==> src/rtl/reorder_buffer.sv <==
// In-order retirement buffer after register rename: entries are allocated at the tail,
// marked complete by tag, and retired from the head one per cycle, releasing the old mapping.

module rob_entry #(
  parameter int ARCH_W = 5,
  parameter int PHYS_W = 6
) (
  input  logic              clk,
  input  logic              reset,
  input  logic              i_clr,
  input  logic              i_wr,
  input  logic              i_set_done,
  input  logic              i_retire,
  input  logic [ARCH_W-1:0] i_arch,
  input  logic [PHYS_W-1:0] i_phys,
  input  logic [PHYS_W-1:0] i_old,
  output logic              o_done,
  output logic [ARCH_W-1:0] o_arch,
  output logic [PHYS_W-1:0] o_phys,
  output logic [PHYS_W-1:0] o_old
);
  logic r_vld;

  // A write only targets a free slot, so it safely overrides a stray completion.
  always_ff @(posedge clk or posedge reset) begin
    if (reset) begin
      r_vld  <= 1'b0;
      o_done <= 1'b0;
      o_arch <= '0;
      o_phys <= '0;
      o_old  <= '0;
    end else if (i_clr) begin
      r_vld  <= 1'b0;
      o_done <= 1'b0;
    end else if (i_wr) begin
      r_vld  <= 1'b1;
      o_done <= 1'b0;
      o_arch <= i_arch;
      o_phys <= i_phys;
      o_old  <= i_old;
    end else if (i_retire) begin
      r_vld  <= 1'b0;
      o_done <= 1'b0;
    end else if (i_set_done && r_vld) begin
      o_done <= 1'b1;
    end
  end
endmodule

module reorder_buffer #(
  parameter int DEPTH  = 16,
  parameter int TAG_W  = 4,
  parameter int ARCH_W = 5,
  parameter int PHYS_W = 6
) (
  input  logic              clk,
  input  logic              reset,
  input  logic              flush,
  input  logic              alloc_valid,
  output logic              alloc_ready,
  input  logic [ARCH_W-1:0] alloc_arch_dest,
  input  logic [PHYS_W-1:0] alloc_phys_dest,
  input  logic [PHYS_W-1:0] alloc_old_phys,
  output logic [TAG_W-1:0]  alloc_tag,
  input  logic              cmpl_valid,
  input  logic [TAG_W-1:0]  cmpl_tag,
  output logic              commit_valid,
  output logic [ARCH_W-1:0] commit_arch_dest,
  output logic [PHYS_W-1:0] commit_phys_dest,
  output logic              free_valid,
  output logic [PHYS_W-1:0] commit_old_phys,
  output logic [TAG_W:0]    rob_count
);
  localparam logic [TAG_W:0] PTR_ONE = {{TAG_W{1'b0}}, 1'b1};

  logic [TAG_W:0] r_head, r_tail;
  logic [TAG_W-1:0] w_hidx, w_tidx;
  logic w_empty, w_full, w_fire;
  logic [DEPTH-1:0] w_done;
  logic [DEPTH-1:0][ARCH_W-1:0] w_arch;
  logic [DEPTH-1:0][PHYS_W-1:0] w_phys, w_old;

  assign w_hidx  = r_head[TAG_W-1:0];
  assign w_tidx  = r_tail[TAG_W-1:0];
  assign w_empty = (r_head == r_tail);
  assign w_full  = (w_hidx == w_tidx) && (r_head[TAG_W] != r_tail[TAG_W]);

  assign alloc_ready = !w_full;
  assign alloc_tag   = w_tidx;
  assign w_fire      = alloc_valid && alloc_ready && !flush;
  assign rob_count   = r_tail - r_head;

  assign commit_valid     = !flush && !w_empty && w_done[w_hidx];
  assign commit_arch_dest = commit_valid ? w_arch[w_hidx] : '0;
  assign commit_phys_dest = commit_valid ? w_phys[w_hidx] : '0;
  assign commit_old_phys  = commit_valid ? w_old[w_hidx]  : '0;
  // x0 never held a real mapping, so its old physical register is not returned.
  assign free_valid       = commit_valid && (w_arch[w_hidx] != '0);

  for (genvar g = 0; g < DEPTH; g++) begin : g_ent
    rob_entry #(.ARCH_W(ARCH_W), .PHYS_W(PHYS_W)) u_ent (
      .clk        (clk),
      .reset      (reset),
      .i_clr      (flush),
      .i_wr       (w_fire && (w_tidx == TAG_W'(g))),
      .i_set_done (cmpl_valid && (cmpl_tag == TAG_W'(g))),
      .i_retire   (commit_valid && (w_hidx == TAG_W'(g))),
      .i_arch     (alloc_arch_dest),
      .i_phys     (alloc_phys_dest),
      .i_old      (alloc_old_phys),
      .o_done     (w_done[g]),
      .o_arch     (w_arch[g]),
      .o_phys     (w_phys[g]),
      .o_old      (w_old[g])
    );
  end

  always_ff @(posedge clk or posedge reset) begin
    if (reset) begin
      r_head <= '0;
      r_tail <= '0;
    end else if (flush) begin
      r_head <= '0;
      r_tail <= '0;
    end else begin
      if (w_fire)       r_tail <= r_tail + PTR_ONE;
      if (commit_valid) r_head <= r_head + PTR_ONE;
    end
  end
endmodule

==> config.mk <==
export PLATFORM = sky130hd
export DESIGN_NAME = reorder_buffer
export DESIGN_NICKNAME = d
export VERILOG_FILES = /design/src/rtl/reorder_buffer.sv
export SDC_FILE = /design/constraint.sdc
export NUM_CORES = 1
export LEC_CHECK = 0
export BUFFER_PORTS_ARGS = -buffer_cell sky130_fd_sc_hd__buf_2
export CAP_MARGIN = 20
export CORE_AREA = 10 10 155 186
export DETAILED_ROUTE_END_ITERATION = 8
export DIE_AREA = 0 0 165 196
export GPL_ROUTABILITY_DRIVEN = 0
export PLACE_DENSITY_LB_ADDON = 0.05
export SYNTH_ARGS = -nofsm -noshare
export SYNTH_HDL_FRONTEND = slang
export SYNTH_SLANG_ARGS = --single-unit
export TNS_END_PERCENT = 50
==> constraint.sdc <==
create_clock -name clk -period 22 [get_ports clk]
set_input_delay 2.2 -clock clk [delete_from_list [all_inputs] [get_ports clk]]
set_output_delay 2.2 -clock clk [all_outputs]
set_load 0.05 [all_outputs]
== Word level (Yosys, flattened, before mapping) ==
Index checks and enable logic that the tools add are counted.

* Register bits after elaboration: 314

* Add/subtract/negate cells: 3
* Magnitude comparators: 1
* Equal/unequal tests: 48
* Multiplexer cells: 127
* Bitwise logic cells: 1
* Reductions and logical operators: 127

{| class="wikitable"
|+ Operator list
! cell !! number
|-
| 1-bit 2-to-1 mux || 113
|-
| 4-bit == test (second input constant) || 24
|-
| 1-bit logical AND || 70
|-
| 4-bit nonzero test || 16
|-
| 6-bit binary-select mux with 4-bit select || 2
|-
| 4-bit by 3-bit == test with 1-bit output (second input constant) || 12
|-
| 3-bit nonzero test || 16
|-
| 2-bit AND reduction || 16
|-
| 5-bit 2-to-1 mux || 6
|-
| 4-bit by 2-bit == test with 1-bit output (second input constant) || 6
|-
| 6-bit 2-to-1 mux || 4
|-
| 5-bit binary-select mux with 4-bit select || 1
|-
| 4-bit by 1-bit == test with 1-bit output (second input constant) || 3
|-
| 4-bit zero test || 3
|-
| 5-bit by 1-bit adder with 5-bit output (second input constant) || 2
|-
| 5-bit == test || 1
|-
| 4-bit by 5-bit < comparator with 1-bit output (second input constant) || 1
|-
| 5-bit nonzero test || 1
|-
| 5-bit subtractor || 1
|-
| 1-bit binary-select mux with 4-bit select || 1
|-
| 4-bit == test || 1
|-
| 2-bit nonzero test || 2
|-
| 1-bit zero test || 3
|-
| 1-bit inequality test || 1
|-
| 1-bit NOT || 1
|}

== Depth between registers and ports, before layout ==
* Depth after elaboration: 8
* Depth in mapped cells: 11
* Mapped depth without buffers: 7

== By module ==
A second synthesis with hierarchy kept.

* Cells, all modules: 1018
* Area, all modules: 15929.0 um^2

{| class="wikitable"
|+ Modules (own cells, without submodules)
! module !! times used !! cells each !! area an instance (um^2) !! seq. area each (um^2)
|-
| rob_entry || 16 || 45 || 779.5 || 475.5
|-
| reorder_buffer || 1 || 298 || 3457.1 || 250.2
|}

== Worst setup path before layout ==
No wires, ideal clock.

* Path kind: input to output
* Start point: in flush
* End point: out free_valid
* Arrival time: 3.672 ns
* Required time: 19.800 ns
* Path slack: 16.128 ns
* Stages on the path: 4
* Path buffers: 1
* Path through: clkbuf_1 > a21oi_1 > nand2_2 > a41oi_1

* Word-level cells in the longest chain between the ends: 4

{| class="wikitable"
|+ Ends and longest elaborated chain
! what !! line !! text
|-
| start: declaration || 58 || <nowiki>input logic flush,</nowiki>
|-
| 1-bit zero test || 93 || <nowiki>assign commit_valid = !flush && !w_empty && w_done[w_hidx];</nowiki>
|-
| 1-bit logical AND (2 in series) || 93 ||
|-
| 1-bit logical AND || 98 || <nowiki>assign free_valid = commit_valid && (w_arch[w_hidx] != '0);</nowiki>
|-
| end: declaration || 70 || <nowiki>output logic free_valid,</nowiki>
|}

Every way passes these cells.

== Worst setup path in the final report ==
* Start point: reg r_head[0]
* End point: out free_valid

* Word-level cells in the longest chain between the ends: 5

{| class="wikitable"
|+ Ends and longest elaborated chain
! what !! line !! text
|-
| start: declaration || 76 || <nowiki>logic [TAG_W:0] r_head, r_tail;</nowiki>
|-
| start signal: assignment || 127 || <nowiki>if (commit_valid) r_head <= r_head + PTR_ONE;</nowiki>
|-
| parallel branches: the longest is 4 deep, another holds 5-bit binary-select mux with 4-bit select || n/a ||
|-
| 1-bit logical AND * || 98 ||
|}

Every way passes the cells marked *. The select of a mux whose other input is x is not followed.

==> out/results.ini <==
[run_status]
status=finished, final reports clean

[final_layout]
diodes=0
area_delta_synth_final_pct=10.1
layout.cells.non_filler=1360
nNetsFinal=1048
layout-drive-gt1-share=0.497
fin_util=0.653

[timing]
rsz0062_at_grt=false
finalCritPeriodShare=0.285
finalCriticalPeriod_ns=6.26
fin_skew_ns=0.00782
drv_slew=0
setup_viol=0
worst_slew_pin_slew_ns=1.07
fmax_ghz=0.160
relSlewSlack=0.287
hold_viol=0
setup-tns-final_ns=0
holdWs_ns=0.489

[global_routing]
grt_pass1_vias=9132
grt_start_max_net_pins=183
overflow=0
grt_use_total=0.212
grt_pass1_wl_mm=53.3
antenna_found_initial=2

[die]
die_width_um=165
num_io_pins=55
rows=64
die-height_um=196
coreArea_sq_um=25100
dieArea_sq_um=32300
start_util=0.593

[synth]
yosysTopAreaCellShare=0.527
synth-seq-area-share=0.527
yosysWarnings=0
synth-seq-cells=314
syn_nets=1020
synth_area_per_cell_sq_um=15.2
ys_types=58
synth_area_leaders=dfrtp_1, mux2_2, mux4_2, buf_2, ha_1
synthCells=981
synth-async-reset-ratio=1.00
syn_area_sq_um=14900
synth_top_flop_cell=dfrtp_1
synth_enable_flop_cells=0
yosys.area.top_type=dfrtp_1

[detailed_routing]
wire_per_inst_um=24.9
drcViolationCount=0
vias=8725
ant_nets=0
drt-initial-drc-count=600
drt-pass1-iter-count=5
avgViaCountPerCell=6.42
wl_mm=33.8

[critical_path]
criticalPathCategory=flip-flop to output pin
crit_path_end_kind=output pin
cpPeakStageDelay_ns=0.90
cp.arrival_ns=4.06
worst-path-buf-inv=2
slowest_stage=dfrtp_4
critPathTopFamily=multiplexers
cp.required_ns=19.80
crit_chain=buf_4 -> mux4_2 -> mux4_2 -> nor4bb_1 -> a41oi_1 -> buf_2
cpMostUsedCell=mux4_2
startpoint_type=flip-flop
crit_fanout=41

[hold_path]
hp-class=flip-flop to flip-flop

[power_and_ir_drop]
internal_power_mw=1.02
combPwrFrac=0.095
p_sw_mw=0.304
p_seq_frac=0.490
totalPowerFinal_mw=1.33
peakVddDrop_mv=0.0552
swShare=0.230
clkPwrFrac=0.415
power_density_nw_per_um2=80.8
p_leak_nw=7.65

[clock_network]
cts_tree=built
clk_path_buf_depth=3
cts-root-buf=clkbuf_16
clkSinkCount=314
cts_resized=0
postCtsHoldBufs=0
insertion_delay_ns=0.51
cts-buffers-inserted=34
clk_pin_slew_ns=0.06
postCtsSetupRepairBufs=0
htree_levels=2

[placement]
dp_hpwl_mm=20.1
dp_cells=1301
portBuffers=54

[job]
max-cap-violations=0

power by group through the flow:
stage	clock network (mW)	logic, mW	registers, mW
6_report	0.550	0.126	0.650
5_1_grt	0.584	0.138	0.656
4_1_cts	0.560	0.128	0.650
3_5_place_dp	0	0.128	0.660
3_3_place_gp	0	0.125	0.659
2_1_floorplan	0	0.102	0.652
placed cells by master (no fill, tap or decap), types with 3 or more instances in the layout:
master / synthesis / final
dfrtp_1: 314 / 312
mux2_2: 271 / 271
mux4_2: 85 / 85
buf_2: 32 / 54
clkbuf_16: 0 / 35
nor2_1: 23 / 23
nand3_1: 22 / 22
and3_1: 20 / 20
a31oi_1: 17 / 17
a2111oi_0: 16 / 16
a31o_2: 15 / 15
inv_1: 14 / 13
nand2_1: 12 / 12
ha_1: 12 / 12
and2_1: 8 / 8
clkbuf_1: 26 / 8
buf_4: 10 / 8
xnor2_1: 7 / 7
clkbuf_8: 0 / 7
o211ai_1: 6 / 6
nand3_2: 6 / 6
clkinv_2: 0 / 5
or2_2: 4 / 4
nor4_4: 4 / 4
nor2b_1: 4 / 4
a21oi_1: 5 / 4
a22oi_1: 4 / 4
a211oi_2: 3 / 3
per-stage QoR:
| stage | setup WS [ns] | instance area, sq um |
|---|---|---|
| 2_1_floorplan | 11.11 | 14900 |
| 3_3_place_gp | 16.12 | 15300 |
| 3_5_place_dp | 16.06 | 15300 |
| 4_1_cts | 15.65 | 16400 |
| 5_1_grt | 15.49 | 16400 |
| 6_report | 15.74 | 16400 |
routing by layer:
| layer | share of wire | GRT usage | vias to the layer above | routed length (um) |
|---|---|---|---|---|
| met1 | 0.44 | 0.290 | 4685 | 14800 |
| met3 | 0.046 | 0.0337 | 58 | 1550 |
| met5 | 0.00024 | 0 | - | 8 |
| li1 | - | - | 3775 | - |
| met4 | 0.017 | 0.0545 | 2 | 586 |
| met2 | 0.50 | 0.347 | 205 | 16800 |
cells by family after synthesis:
| logic type | after synthesis | synth area share |
|---|---|---|
| buffers and inverters | 90 | 0.0299 |
| adder cells (fa/ha/maj) | 13 | 0.0114 |
| AND/OR/NAND/NOR | 115 | 0.0472 |
| flip-flops | 314 | 0.527 |
| AO/OA/AOI/OAI | 80 | 0.0421 |
| XOR/XNOR | 10 | 0.00638 |
| multiplexers | 359 | 0.336 |
registers in the layout, summed over array words and instances (netlist names):
name,cells
g_ent.u_ent.o_old,96
g_ent.u_ent.o_phys,96
g_ent.u_ent.o_arch,80
g_ent.u_ent.o_done,16
g_ent.u_ent.r_vld,16
r_head,5
r_tail,5
Yosys cell counts (8+ instances only):
library cell  count
clkbuf_1         26
nand2_1          12
nor2_1           23
mux4_2           85
mux2_2          271
a31oi_1          17
a31o_2           15
ha_1             12
buf_2            32
buf_4            10
inv_1            14
and3_1           20
and2_1            8
nand3_1          22
a2111oi_0        16
dfrtp_1         314
final timing paths:
path,to,depth (start not counted),slack [ns],start
min in group asynchronous,g_ent[13].u_ent.r_vld$_DFFE_PP0P_,2,1.90,reset
worst max register to register,g_ent[6].u_ent.o_phys[4]$_DFFE_PP0P_,6,18.26,r_head[3]$_DFFE_PP0P_
worst min-delay path,g_ent[0].u_ent.o_arch[4]$_DFFE_PP0P_,1,0.49,g_ent[0].u_ent.o_arch[4]$_DFFE_PP0P_
worst min register to register,g_ent[0].u_ent.o_arch[4]$_DFFE_PP0P_,1,0.49,g_ent[0].u_ent.o_arch[4]$_DFFE_PP0P_
worst max-delay path,free_valid,6,15.74,r_head[0]$_DFFE_PP0P_
max in group asynchronous,g_ent[10].u_ent.o_arch[0]$_DFFE_PP0P_,3,18.58,reset
layout make-up:
type	instances	area, sq um
Clock buffer	50	1000
Clock inverter	7	63.8
Fill cell	1923	8730
Inverter	16	67.6
Multi-Input combinational cell	577	6610
Sequential cell	314	7870
Tap cell	330	413
Timing Repair Buffer	66	393
No activity file was read; power rests on OpenSTA's default activity.
